$ cat src/rtl/fft_sched_pkg.sv
// Shared types and constants for the FFT frame scheduler: read FSM states,
// a constant log2 helper and default geometry.
package fft_sched_pkg;

   typedef enum logic [1:0] {
      ST_IDLE   = 2'd0,
      ST_STREAM = 2'd1,
      ST_GAP    = 2'd2
   } rd_state_e;

   function automatic int unsigned clog2(input int unsigned v);
      int unsigned r;
      r = 0;
      for (int unsigned i = 0; i < 32; i++) begin
         if ((32'd1 << i) < v) r = i + 1;
      end
      return r;
   endfunction

   localparam int unsigned N_DEFAULT     = 64;
   localparam int unsigned WIDTH_DEFAULT = 16;
   localparam int unsigned LOG_N_DEFAULT = clog2(N_DEFAULT);

endpackage

$ cat src/rtl/frame_pingpong_buf.sv
// Two-bank frame store: simple dual-port RAM, bank+address on both ports,
// registered read data with one cycle of latency. The array is not reset.
module frame_pingpong_buf
   import fft_sched_pkg::*;
#(
   parameter int unsigned LOG_N = LOG_N_DEFAULT,
   parameter int unsigned DW    = 2 * WIDTH_DEFAULT
) (
   input  logic             clock,
   input  logic             wr_en,
   input  logic             wr_bank,
   input  logic [LOG_N-1:0] wr_addr,
   input  logic [DW-1:0]    wr_data,
   input  logic             rd_en,
   input  logic             rd_bank,
   input  logic [LOG_N-1:0] rd_addr,
   output logic [DW-1:0]    rd_data
);

   localparam int unsigned DEPTH = 2 * (1 << LOG_N);

   logic [DW-1:0] mem_q [DEPTH];
   logic [DW-1:0] rd_data_q;

   always_ff @(posedge clock) begin
      if (wr_en) mem_q[{wr_bank, wr_addr}] <= wr_data;
      if (rd_en) rd_data_q <= mem_q[{rd_bank, rd_addr}];
   end

   assign rd_data = rd_data_q;

endmodule

$ cat src/rtl/fft_frame_scheduler.sv
// Front-end sequencer for the SDF FFT chain: ping-pong frame capture, gap-free
// frame replay, in-flight accounting. Define FFT_FRAME_GAP_EN for inter-frame gaps.
module fft_frame_scheduler
   import fft_sched_pkg::*;
#(
   parameter int unsigned N            = N_DEFAULT,
   parameter int unsigned WIDTH        = WIDTH_DEFAULT,
   parameter int unsigned MAX_INFLIGHT = 4,
   parameter int unsigned GAP          = 1
) (
   input  logic                           clock,
   input  logic                           reset,
   input  logic                           s_valid,
   output logic                           s_ready,
   input  logic [WIDTH-1:0]               s_data_r,
   input  logic [WIDTH-1:0]               s_data_i,
   output logic                           fft_en,
   output logic [WIDTH-1:0]               fft_data_r,
   output logic [WIDTH-1:0]               fft_data_i,
   input  logic                           fft_oen,
   output logic                           frame_done,
   output logic [clog2(MAX_INFLIGHT):0]   inflight,
   output logic                           busy,
   output logic                           err_unexp
);

   localparam int unsigned LOG_N = clog2(N);
   localparam int unsigned IF_W  = clog2(MAX_INFLIGHT) + 1;
   localparam logic [LOG_N-1:0] LAST = LOG_N'(N - 1);

   logic [1:0]       full_q, full_d, set_full, clr_full;
   logic             wr_bank_q, wr_bank_d, wr_fire;
   logic [LOG_N-1:0] wr_addr_q, wr_addr_d;
   rd_state_e        state_q, state_d;
   logic             rd_bank_q, rd_bank_d, rd_en, next_ready;
   logic [LOG_N-1:0] rd_addr_q, rd_addr_d;
   logic             fft_en_q, first_q, first_d;
   logic [IF_W-1:0]  inflight_q, inflight_d;
   logic [LOG_N-1:0] out_cnt_q, out_cnt_d;
   logic             frame_done_q, frame_done_d, err_q, err_d, busy_q, busy_d;
   logic [2*WIDTH-1:0] rd_data;
`ifdef FFT_FRAME_GAP_EN
   logic [7:0]       gap_cnt_q, gap_cnt_d;
`endif

   assign s_ready = !full_q[wr_bank_q];
   assign wr_fire = s_valid && s_ready;

   always_comb begin
      wr_addr_d = wr_addr_q;
      wr_bank_d = wr_bank_q;
      set_full  = 2'b00;
      if (wr_fire) begin
         wr_addr_d = wr_addr_q + 1'b1;
         if (wr_addr_q == LAST) begin
            set_full[wr_bank_q] = 1'b1;
            wr_bank_d           = !wr_bank_q;
         end
      end
   end

   // A bank completing on this very edge counts as ready so back-to-back
   // frames chain without a bubble.
   assign next_ready = full_q[!rd_bank_q] || set_full[!rd_bank_q];

   always_comb begin
      state_d   = state_q;
      rd_addr_d = rd_addr_q;
      rd_bank_d = rd_bank_q;
      rd_en     = 1'b0;
      clr_full  = 2'b00;
`ifdef FFT_FRAME_GAP_EN
      gap_cnt_d = gap_cnt_q;
`endif
      case (state_q)
         ST_IDLE: begin
            if (full_q[rd_bank_q] && inflight_q < IF_W'(MAX_INFLIGHT)) begin
               state_d   = ST_STREAM;
               rd_addr_d = '0;
            end
         end
         ST_STREAM: begin
            rd_en     = 1'b1;
            rd_addr_d = rd_addr_q + 1'b1;
            if (rd_addr_q == LAST) begin
               clr_full[rd_bank_q] = 1'b1;
               rd_bank_d           = !rd_bank_q;
`ifdef FFT_FRAME_GAP_EN
               state_d   = ST_GAP;
               gap_cnt_d = 8'(GAP - 1);
`else
               if (!(next_ready && inflight_q < IF_W'(MAX_INFLIGHT - 1))) state_d = ST_IDLE;
`endif
            end
         end
`ifdef FFT_FRAME_GAP_EN
         // The final gap cycle doubles as the idle decision so the bubble is exactly GAP.
         ST_GAP: begin
            if (gap_cnt_q == 8'd0) begin
               state_d   = ST_IDLE;
               if (full_q[rd_bank_q] && inflight_q < IF_W'(MAX_INFLIGHT)) begin
                  state_d   = ST_STREAM;
                  rd_addr_d = '0;
               end
            end else begin
               gap_cnt_d = gap_cnt_q - 8'd1;
            end
         end
`endif
         default: state_d = ST_IDLE;
      endcase
   end

   assign full_d  = (full_q | set_full) & ~clr_full;
   assign first_d = rd_en && (rd_addr_q == '0);

   always_comb begin
      out_cnt_d    = out_cnt_q;
      frame_done_d = 1'b0;
      err_d        = err_q;
      if (fft_oen) begin
         if (inflight_q == '0 && out_cnt_q == '0) begin
            err_d = 1'b1;
         end else begin
            out_cnt_d = out_cnt_q + 1'b1;
            if (out_cnt_q == LAST) frame_done_d = 1'b1;
         end
      end
      inflight_d = inflight_q + IF_W'(first_q);
      if (frame_done_q && inflight_q != '0) inflight_d = inflight_d - IF_W'(1);
      busy_d = (|full_q) || (state_q != ST_IDLE) || (inflight_q != '0);
   end

   frame_pingpong_buf #(.LOG_N(LOG_N), .DW(2 * WIDTH)) u_buf (
      .clock   (clock),
      .wr_en   (wr_fire),
      .wr_bank (wr_bank_q),
      .wr_addr (wr_addr_q),
      .wr_data ({s_data_r, s_data_i}),
      .rd_en   (rd_en),
      .rd_bank (rd_bank_q),
      .rd_addr (rd_addr_q),
      .rd_data (rd_data)
   );

   always_ff @(posedge clock or posedge reset) begin
      if (reset) begin
         full_q       <= '0;
         wr_bank_q    <= 1'b0;
         wr_addr_q    <= '0;
         state_q      <= ST_IDLE;
         rd_bank_q    <= 1'b0;
         rd_addr_q    <= '0;
         fft_en_q     <= 1'b0;
         first_q      <= 1'b0;
         inflight_q   <= '0;
         out_cnt_q    <= '0;
         frame_done_q <= 1'b0;
         err_q        <= 1'b0;
         busy_q       <= 1'b0;
`ifdef FFT_FRAME_GAP_EN
         gap_cnt_q    <= '0;
`endif
      end else begin
         full_q       <= full_d;
         wr_bank_q    <= wr_bank_d;
         wr_addr_q    <= wr_addr_d;
         state_q      <= state_d;
         rd_bank_q    <= rd_bank_d;
         rd_addr_q    <= rd_addr_d;
         fft_en_q     <= rd_en;
         first_q      <= first_d;
         inflight_q   <= inflight_d;
         out_cnt_q    <= out_cnt_d;
         frame_done_q <= frame_done_d;
         err_q        <= err_d;
         busy_q       <= busy_d;
`ifdef FFT_FRAME_GAP_EN
         gap_cnt_q    <= gap_cnt_d;
`endif
      end
   end

   assign fft_en     = fft_en_q;
   assign fft_data_r = fft_en_q ? rd_data[2*WIDTH-1:WIDTH] : '0;
   assign fft_data_i = fft_en_q ? rd_data[WIDTH-1:0] : '0;
   assign frame_done = frame_done_q;
   assign inflight   = inflight_q;
   assign busy       = busy_q;
   assign err_unexp  = err_q;

endmodule

$ cat config.mk
export PLATFORM = sky130hd
export DESIGN_NAME = fft_frame_scheduler
export DESIGN_NICKNAME = d
export VERILOG_FILES = /design/src/rtl/fft_sched_pkg.sv /design/src/rtl/frame_pingpong_buf.sv /design/src/rtl/fft_frame_scheduler.sv
export SDC_FILE = /design/constraint.sdc
export NUM_CORES = 2
export LEC_CHECK = 0
export BUFFER_PORTS_ARGS = -buffer_cell sky130_fd_sc_hd__buf_2
export CORE_ASPECT_RATIO = 0.7
export CORE_MARGIN = 2
export CORE_UTILIZATION = 45
export CTS_BUF_LIST = sky130_fd_sc_hd__clkbuf_8
export CTS_CLUSTER_DIAMETER = 60
export CTS_CLUSTER_SIZE = 24
export DETAILED_ROUTE_END_ITERATION = 7
export PLACE_DENSITY = 0.62
export REMOVE_ABC_BUFFERS = 1
export SLEW_MARGIN = 20
export SYNTH_ARGS = -nofsm -noshare
export SYNTH_HDL_FRONTEND = slang
export SYNTH_SLANG_ARGS = --single-unit
export TNS_END_PERCENT = 20
$ cat constraint.sdc
create_clock -name clock -period 4.97 [get_ports clock]
set_input_delay 0.497 -clock clock [delete_from_list [all_inputs] [get_ports clock]]
set_output_delay 0.497 -clock clock [all_outputs]
set_load 0.1 [all_outputs]
==> metrics.md <==
| Metric | Value |
|---|---|
| Total negative slack | 0 ns |
| Root buf cell | clkbuf_8 |
| GR Overflow Total | 0 |
| Post-CTS Setup Bufs | 0 |
| Crit Path Category | reg -> reg |
| Final setup vio count | 0 |
| ANT nets after route | 0 |
| Rows | 182 |
| Syn-to-layout area delta | 8.51% |
| Residual DRC | 0 |
| Internal power | 43800 uW |
| Sw Ratio | 22.2% |
| Final setup margin | 0.477 ns |
| Share of cells above drive strength 1 | 26.1% |
| Layout net count | 7636 |
| Hold Path Class | in -> reg |
| Clk slew on worst S/H paths | 0.14 ns |
| FFs w/ async S/R, synth | 0.745% |
| Post-Syn Area per Cell | 22.2 um^2 |
| Initial antenna violation count | 60 |
| Clock sink count | 4159 |
| Synth Instances | 7200 |
| Via Count | 79555 |
| Clock share of power | 25.9% |
| Slew at the pin closest to its max-slew limit | 1.23 ns |
| Yosys warns | 0 |
| Largest net degree at the start of global routing | 129 |
| Number of enable flip-flop cells after synthesis | 4128 |
| Reg power frac | 69.9% |
| Combinational power share | 4.2% |
| First-pass GRT wire length | 625000 um |
| Clock skew | 0.153 ns |
| Post-CTS Resized | 0 |
| Horiz. Die Dim | 716 um |
| Drt via density | 6.43 |
| CP Max Fanout | 51 |
| CP arrival | 5.33 ns |
| Final hold violation count | 0 |
| Pre-CTS setup slack | 0.490 ns |
| Clk buf depth | 4 |
| TritonCTS clock tree | yes |
| Gp weighted congestion | 0.896 |
| Vias in the first global route | 75384 |
| FMAX | 223 MHz |
| Die area | 359000 um^2 |
| Post-DP HPWL | 285000 um |
| Total track usage | 25.0% |
| Leak pwr | 0.0538 uW |
| Worst-Skew Late Latency | 1.14 ns |
| I/O pin count | 76 |
| Synth Flop Type | edfxtp_1 |
| DR pass1 iterations | 8 |
| Cts hold-fix bufs | 28 |
| Outcome | complete, no violations |
| RSZ-0062 raised after global routing | false |
| WL final | 456000 um |
| Num CTS Buffers | 210 |
| WL per Instance | 36.8 um |
| Synth unique cells | 68 |
| Hold Slack | 0.0738 ns |
| Register area share after synthesis | 78.2% |
| Final period utilization | 90.4% |
| Critical Path End Type | register |
| Peak supply drop | 0.000282 V |
| Initial Utilization | 45.3% |
| CORE AREA | 352000 um^2 |
| Die height | 502 um |
| Final Max Slew Viols | 0 |
| Port Buffers | 75 |
| Mapped cell area | 160000 um^2 |
| Crit start category | register |
| NetSw | 12500 uW |
| Power per Cell Area | 326 nW/um^2 |
| Number of max-cap violations | 0 |
| Required @ worst endpoint | 5.80 ns |
| Synthesized flop and latch total | 4159 |
| Final min period | 4.49 ns |
| Worst slew margin | 17.2% |
| DR iter-0 viols | 14261 |
| Fin util | 49.2% |
| H-tree depth | 4 |
[routing by layer]
metal | vias to the layer above | GRT usage (%) | wire [um]
li1 | 30844 | - | -
met1 | 43134 | 38.8 | 188000
met2 | 5039 | 35.0 | 193000
met3 | 514 | 7.13 | 61200
met4 | 24 | 6.30 | 12700
met5 | - | 0 | 148
[synth_stat cells (6+ instances only)]
| master | instances | area (um^2) |
|---|---|---|
| a211o_1 | 9 | 78.8 |
| a211oi_1 | 49 | 368 |
| a21oi_1 | 60 | 300 |
| a221o_1 | 7 | 70.1 |
| a221oi_1 | 11 | 96.3 |
| a22oi_1 | 122 | 916 |
| a31oi_1 | 10 | 62.6 |
| a32o_1 | 7 | 70.1 |
| a32oi_1 | 22 | 193 |
| a41o_1 | 17 | 170 |
| and2_1 | 35 | 219 |
| and3_1 | 16 | 100 |
| buf_1 | 34 | 128 |
| buf_2 | 121 | 606 |
| buf_4 | 52 | 390 |
| buf_6 | 31 | 349 |
| clkbuf_1 | 167 | 627 |
| dfrtp_1 | 31 | 776 |
| edfxtp_1 | 4128 | 124000 |
| ha_1 | 8 | 100 |
| inv_1 | 12 | 45.0 |
| mux2_2 | 82 | 923 |
| mux2i_1 | 408 | 4080 |
| mux4_2 | 891 | 20100 |
| nand2_1 | 199 | 747 |
| nand2b_1 | 7 | 43.8 |
| nand3_1 | 18 | 90.1 |
| nand4_1 | 24 | 150 |
| nor2_1 | 177 | 664 |
| nor2b_1 | 48 | 300 |
| nor3_1 | 25 | 125 |
| nor4_1 | 16 | 100 |
| o211ai_1 | 6 | 45.0 |
| o21a_1 | 17 | 128 |
| o21ai_0 | 117 | 586 |
| o221a_2 | 28 | 315 |
| o221ai_1 | 45 | 394 |
| o22a_1 | 14 | 123 |
| o22ai_1 | 59 | 369 |
| or2_2 | 8 | 50.1 |
| xnor2_1 | 13 | 114 |
[path summary, 6_finish.rpt]
check                             start                 end  slack [ns]  depth (start not counted)
setup / recovery           rd_addr_q[0]   u_buf.rd_data[28]        0.48                          9
min in group asynchronous         reset         inflight[1]        0.57                          5
max in group asynchronous         reset        rd_addr_q[3]        3.99                          5
hold / removal              s_data_i[5]  u_buf.mem_q[15][5]        0.07                          1
hold reg to reg               err_unexp           err_unexp        0.48                          1
setup reg to reg           rd_addr_q[0]   u_buf.rd_data[28]        0.48                          9
[layout by cell type (no fill, tap or decap), types with 44 or more instances in the layout]
cell	synthesis	routed
a211oi_1	49	49
a21oi_1	60	58
a22oi_1	122	122
buf_12	1	48
buf_2	121	44
buf_4	52	457
clkbuf_8	0	211
edfxtp_1	4128	4128
mux2_2	82	82
mux2i_1	408	408
mux4_2	891	891
nand2_1	199	197
nor2_1	177	44
nor2_4	0	129
o21ai_0	117	111
o221ai_1	45	44
o22ai_1	59	58
[cell families after synthesis]
group           Yosys count  share of synthesized area (%)
buf+inv                 424                           1.40
mux                    1381                           15.7
fa+ha+maj                 8                         0.0628
xor+xnor                 14                         0.0769
simple gates            597                           1.76
compound gates          617                           2.79
flops                  4159                           78.2
[power groups by stage]
stage	logic [uW]	clock network (uW)	registers, uW
6_report	2360	14600	39400
5_1_grt	2440	15900	39400
4_1_cts	2330	14800	39400
3_5_place_dp	2310	0	40200
3_3_place_gp	2230	0	40200
2_1_floorplan	696	0	40200
[registers in the layout, indices dropped and copies added, names as in the netlist]
name	cells
u_buf.mem_q	4096
u_buf.rd_data	32
out_cnt_q	6
rd_addr_q	6
wr_addr_q	6
inflight	3
full_q	2
busy	1
err_unexp	1
fft_en	1
first_q	1
frame_done	1
rd_bank_q	1
state_q	1
wr_bank_q	1
[area by class of cell]
type | count | area [um^2]
clock buffer | 211 | 2900
inverter | 14 | 55.1
tap | 4692 | 5870
clock inverter | 72 | 573
sequential | 4159 | 125000
multi-input combinational | 2617 | 33700
fill | 28076 | 179000
antenna | 17 | 42.5
timing repair buffer | 590 | 5170
[metrics by stage]
stage	cell area, um^2	instances	power, uW
6_report	173000	12372	56400
5_1_grt	173000	12360	57800
4_1_cts	173000	12348	56500
3_5_place_dp	169000	12037	42500
3_3_place_gp	169000	12022	42400
2_1_floorplan	157000	6790	40900
[worst max-delay path, cell delays in order (launching register included)]
cell,delay (ns)
dfrtp_4,0.93
buf_12,0.35
buf_12,0.39
buf_4,0.44
mux2i_1,0.26
a22oi_1,0.11
a41o_1,0.36
o21ai_0,0.88
buf_4,0.26
a22oi_1,0.08
Note: power is estimated with default switching activity, not from simulation.
